## config.mk

```make
export PLATFORM = sky130hd
export DESIGN_NAME = led_matrix_scanner
export DESIGN_NICKNAME = d
export VERILOG_FILES = /design/src/rtl/led_matrix_scanner_pkg.sv /design/src/rtl/sga_frame_buffer.sv /design/src/rtl/led_matrix_scanner.sv
export SDC_FILE = /design/constraint.sdc
export NUM_CORES = 1
export LEC_CHECK = 0
export BUFFER_PORTS_ARGS = -buffer_cell sky130_fd_sc_hd__buf_2
export CAP_MARGIN = 20
export CORE_MARGIN = 1.5
export CORE_UTILIZATION = 35
export CTS_BUF_LIST = sky130_fd_sc_hd__clkbuf_16
export DETAILED_ROUTE_END_ITERATION = 16
export PLACE_DENSITY = 0.57
export SLEW_MARGIN = 30
export SYNTH_ARGS = -nofsm -noshare
export SYNTH_HDL_FRONTEND = slang
export SYNTH_HIERARCHICAL = 1
export SYNTH_SLANG_ARGS = --single-unit
```

## constraint.sdc

```tcl
create_clock -name clock -period 2.3 [get_ports clock]
set_input_delay 0.69 -clock clock [delete_from_list [all_inputs] [get_ports clock]]
set_output_delay 0.69 -clock clock [all_outputs]
set_load 0.01 [all_outputs]
```

## src/rtl/led_matrix_scanner_pkg.sv

```systemverilog
// Shared constants and scan FSM encoding for the 6x6 LED matrix scanner.
// The state encoding is also consumed by the game control unit debug output.
package led_matrix_scanner_pkg;

    localparam int ROWS    = 6;
    localparam int COLS    = 6;
    localparam int FRAME_W = ROWS * COLS;
    localparam int ROW_W   = 3;

    typedef enum logic [1:0] {
        ST_IDLE  = 2'd0,
        ST_BLANK = 2'd1,
        ST_DRIVE = 2'd2
    } scan_state_t;

endpackage

```

## src/rtl/sga_frame_buffer.sv

```systemverilog
// Pending/active double buffer. The active frame only changes on the swap
// strobe, so a displayed frame is always shown whole.
module sga_frame_buffer
    import led_matrix_scanner_pkg::*;
(
    input  logic               clock,
    input  logic               reset_n,
    input  logic [FRAME_W-1:0] frame_in,
    input  logic               frame_load,
    input  logic               swap,
    output logic               frame_pending,
    output logic [FRAME_W-1:0] active_next
);

    logic [FRAME_W-1:0] pending_q;
    logic [FRAME_W-1:0] pending_n;
    logic [FRAME_W-1:0] active_q;
    logic               pend_flag_n;

    // A load landing on the swap cycle bypasses the pending buffer entirely.
    always_comb begin
        pending_n   = pending_q;
        pend_flag_n = frame_pending;
        active_next = active_q;
        if (swap) begin
            pend_flag_n = 1'b0;
            if (frame_load) begin
                active_next = frame_in;
            end else if (frame_pending) begin
                active_next = pending_q;
            end
        end else if (frame_load) begin
            pending_n   = frame_in;
            pend_flag_n = 1'b1;
        end
    end

    always_ff @(posedge clock or negedge reset_n) begin
        if (!reset_n) begin
            pending_q     <= '0;
            active_q      <= '0;
            frame_pending <= 1'b0;
        end else begin
            pending_q     <= pending_n;
            active_q      <= active_next;
            frame_pending <= pend_flag_n;
        end
    end

endmodule

```

## src/rtl/led_matrix_scanner.sv

```systemverilog
// Row-multiplexed 6x6 LED matrix scanner: blank, then drive each row in turn,
// swapping in a newly loaded frame only at the start of row 0.
module led_matrix_scanner
    import led_matrix_scanner_pkg::*;
#(
    parameter int DWELL_CYCLES = 50000,
    parameter int BLANK_CYCLES = 500
) (
    input  logic               clock,
    input  logic               reset_n,
    input  logic               enable,
    input  logic [FRAME_W-1:0] frame_in,
    input  logic               frame_load,
    output logic               frame_pending,
    output logic [ROWS-1:0]    row_sel,
    output logic [COLS-1:0]    col_data,
    output logic               frame_sync,
    output logic [ROW_W-1:0]   db_row
);

    localparam int MAX_CYC = (DWELL_CYCLES > BLANK_CYCLES) ? DWELL_CYCLES : BLANK_CYCLES;
    localparam int CNT_W   = (MAX_CYC > 1) ? $clog2(MAX_CYC) : 1;
    localparam logic [CNT_W-1:0] BLANK_LAST = CNT_W'(BLANK_CYCLES - 1);
    localparam logic [CNT_W-1:0] DWELL_LAST = CNT_W'(DWELL_CYCLES - 1);
    localparam logic [ROW_W-1:0] ROW_LAST   = ROW_W'(ROWS - 1);

    scan_state_t        state_q, state_n;
    logic [ROW_W-1:0]   row_q, row_n;
    logic [CNT_W-1:0]   cnt_q, cnt_n;
    logic [ROWS-1:0]    row_sel_n;
    logic [COLS-1:0]    col_data_n;
    logic               frame_sync_n;
    logic [FRAME_W-1:0] active_next;

    // The swap strobe is the registered frame_sync, i.e. the first BLANK cycle of row 0.
    sga_frame_buffer u_frame_buffer (
        .clock         (clock),
        .reset_n       (reset_n),
        .frame_in      (frame_in),
        .frame_load    (frame_load),
        .swap          (frame_sync),
        .frame_pending (frame_pending),
        .active_next   (active_next)
    );

    always_comb begin
        state_n = state_q;
        row_n   = row_q;
        cnt_n   = cnt_q;
        if (!enable) begin
            state_n = ST_IDLE;
            row_n   = '0;
            cnt_n   = '0;
        end else begin
            case (state_q)
                ST_IDLE: begin
                    state_n = ST_BLANK;
                    row_n   = '0;
                    cnt_n   = '0;
                end
                ST_BLANK: begin
                    if (cnt_q == BLANK_LAST) begin
                        state_n = ST_DRIVE;
                        cnt_n   = '0;
                    end else begin
                        cnt_n = cnt_q + CNT_W'(1);
                    end
                end
                ST_DRIVE: begin
                    if (cnt_q == DWELL_LAST) begin
                        state_n = ST_BLANK;
                        cnt_n   = '0;
                        row_n   = (row_q == ROW_LAST) ? '0 : row_q + ROW_W'(1);
                    end else begin
                        cnt_n = cnt_q + CNT_W'(1);
                    end
                end
                default: begin
                    state_n = ST_IDLE;
                    row_n   = '0;
                    cnt_n   = '0;
                end
            endcase
        end

        // Outputs are computed from next-state values so they can be registered
        // without lagging the FSM; active_next covers a swap on this same edge.
        row_sel_n    = '0;
        col_data_n   = '0;
        frame_sync_n = (state_n == ST_BLANK) && (row_n == '0) && (cnt_n == '0);
        if (state_n == ST_DRIVE) begin
            for (int unsigned r = 0; r < ROWS; r++) begin
                if (row_n == ROW_W'(r)) begin
                    row_sel_n[r] = 1'b1;
                    col_data_n   = active_next[r*COLS +: COLS];
                end
            end
        end
    end

    always_ff @(posedge clock or negedge reset_n) begin
        if (!reset_n) begin
            state_q    <= ST_IDLE;
            row_q      <= '0;
            cnt_q      <= '0;
            row_sel    <= '0;
            col_data   <= '0;
            frame_sync <= 1'b0;
        end else begin
            state_q    <= state_n;
            row_q      <= row_n;
            cnt_q      <= cnt_n;
            row_sel    <= row_sel_n;
            col_data   <= col_data_n;
            frame_sync <= frame_sync_n;
        end
    end

    assign db_row = row_q;

endmodule

```

==> impl_results.md <==
* Post-DRT Antenna Nets at 0
* Ys Warns at 6
* Area Growth Syn to Fin at 18.7%
* Yosys top cell area share at 48.1%
* Cell Rows at 45
* Startpoint Class: flip-flop
* Io pins at 57
* Fin area at 6610 um2
* Fillers at 1478
* Max Clk Rate at 454 MHz
* CTS resizes at 0
* Global route overflow at 0
* Endpoints failing hold at 0
* 1st-iter DRT viols at 262
* Hold crit path type: in -> async
* Routed WL at 14.8 mm
* Clock Latency Late Sink at 360 ps
* Reg2Reg Depth at 6
* Cell count after synthesis at 511
* Synth Flop Type: dfrtp_1
* Vias per cell at 5.48
* Slowest cell delay on critical path at 420 ps
* Final min period at 2200 ps
* Drt wl/cell at 18.7 um
* Hold_buf cts at 0
* Post-synth ARST share at 100%
* Post-CTS setup buffers at 0
* Global placement routability congestion at 0.819
* Core area at 15400 um2
* Setup-failing EPs final at 0
* Vias in the first global route at 4352
* Total number of vias at 4341
* Sequential share of the synthesized area at 48.1%
* Placed cell count at 776
* Worst-case vdd ir drop at 0.380 mV
* Fraction of layout cells with a size suffix above 1 at 30.6%
* Tcrit/Tclk final at 95.8%
* Least-Margin Pin Slew at 439 ps
* Max Cap Viol at 0
* Clock buffer depth at 2
* Post-synthesis register bit count at 107
* Sink Count at 107
* Starting density of the core at 36.2%
* Fin cells at 792
* Placed inst area at 6250 um2
* Final Max Tran Viols at 0
* Largest net degree at the start of global routing at 71
* CP Cell Sequence: nor4_4 -> and4_4 -> mux2_4 -> a21oi_4 -> a32oi_1 -> a31oi_1
* First-pass GRT wire length at 23.4 mm
* H-tree lvl count at 3
* Crit. End Element: flip-flop
* Synth cell types at 56
* DP Worst Slack at 29.7 ps
* Clock skew at 9.88 ps
* GRT Resource Usage Total at 18.4%
* Die footprint at 16700 um2
* Synth top area cells: dfrtp_1 (48%), mux2_4 (8.4%), o32ai_1 (5.3%)
* Nets at 621
* Mapped Nets at 556
* Post-Syn Area per Cell at 10.9 um2
* Final WS setup at 97.3 ps
* Biggest area consumer among synthesized cells: dfrtp_1
* P per Cell Area at 748 nW/um2
* Post-synth EDFFs at 0
* Critical path class: reg -> reg
* Multi-input gate area at 2610 um2
* Leakage power at 2.88 nW
* CTS Root Cell: clkbuf_16
* # diodes at 0
* Initial antenna violation count at 0
* Cell Area, Synth at 5570 um2
* Die height at 129 um
* Drt drc at 0
* Cts bufs inserted at 9
* Status: finished, final reports clean
* TNS Setup at 0 ps
* Critical Path Fanout Max at 8
* 1st-pass router iterations at 5
* Slew headroom at 70.6%
* Most common cell in the netlist: dfrtp_1
* Post-synth top cells: dfrtp_1 (107), nor2_1 (66), o22ai_1 (36)
* Die X at 129 um
* Port bufs at 56
* Slowest CP cell: nor4_4
* TritonCTS clock tree: built
* Final HPWL DP at 10.2 mm
* CP arrival at 2490 ps
* Sequential cell area at 2680 um2
* Clock-pin slew on the worst setup and hold paths at 70 ps
* Worst EP required at 2590 ps
path summary, 6_finish.rpt:
| kind | endpoint | start | slack, ps |
|---|---|---|---|
| setup reg to reg | col_data[1] | cnt_q[10] | 100 |
| min in group clock | u_frame_buffer/pending_q[3] | u_frame_buffer/pending_q[3] | 500 |
| hold / removal | u_frame_buffer/active_q[15] | reset_n | 290 |
| max in group asynchronous | cnt_q[2] | reset_n | 1600 |
| setup / recovery | col_data[1] | cnt_q[10] | 100 |
| hold reg to reg | u_frame_buffer/pending_q[3] | u_frame_buffer/pending_q[3] | 500 |
state kept, by name, indices dropped and copies added, names as in the netlist:
name                          flops
row_sel                           6
cnt_q                            16
frame_sync                        1
u_frame_buffer/pending_q         36
col_data                          6
db_row                            3
u_frame_buffer/frame_pending      1
u_frame_buffer/active_q          36
state_q                           2
placed cells by master, fill, tap and decap left out, drive strengths merged, types with 6 or more instances in the layout:
cell type | synthesis | final
dfrtp | 107 | 107
nor2 | 66 | 66
a31o | 13 | 13
a31oi | 9 | 9
o21ai | 14 | 14
a32oi | 6 | 6
xor2 | 9 | 9
nor3 | 10 | 10
clkbuf | 10 | 9
nand2 | 22 | 22
nand4 | 7 | 7
inv | 21 | 25
xnor2 | 9 | 9
a21oi | 6 | 6
mux2 | 44 | 44
o32ai | 34 | 34
and3 | 7 | 7
buf | 30 | 94
o22ai | 37 | 37
nand3 | 10 | 10
report_power, final:
| part | internal, W | switching [W] |
|---|---|---|
| combinational | 0.000420 | 0.000479 |
| sequential | 0.00216 | 0.000161 |
| clock | 0.000965 | 0.000755 |
metal layers:
| metal | vias up | part of all wire [%] | track usage (%) |
|---|---|---|---|
| met3 | 17 | 5.7 | 5.12 |
| met2 | 124 | 48 | 29.9 |
| li1 | 2030 | - | - |
| met4 | 0 | 1.4 | 5.29 |
| met1 | 2170 | 44 | 23.9 |
| met5 | - | 0 | 0 |
logic make-up after synthesis:
group	Yosys count	share of synthesized area, %
xor+xnor	18	2.83
compound gates	131	17.7
buf+inv	61	5.79
flops	107	48.1
fa+ha+maj	5	1.12
mux	44	11.0
simple gates	145	13.5
critical path: cells and delay by family (launching register included):
| kind | cells | cell delay [ps] |
|---|---|---|
| flip-flops | 1 | 410 |
| multiplexers | 1 | 340 |
| AND/OR/NAND/NOR | 2 | 770 |
| AO/OA/AOI/OAI | 3 | 590 |
layout make-up:
cell class	instances	share of cell area, %
sequential	107	40.5
multi-input combinational	343	39.5
timing repair buffer	94	9.92
tap	211	3.99
clock buffer	9	3.41
clock inverter	7	1.48
inverter	21	1.19
metrics by stage:
| stage | utilization (%) | hold WS [ps] | total power (W) |
|---|---|---|---|
| floorplan | - | 394 | 0.00291 |
| global placement | 40.7 | 469 | 0.00322 |
| detailed placement | 40.7 | 481 | 0.00325 |
| CTS | 42.8 | 295 | 0.00498 |
| global route | 43.0 | 300 | 0.00517 |
| finish | 43.0 | 293 | 0.00494 |
Power figures use the tool's default switching activity.
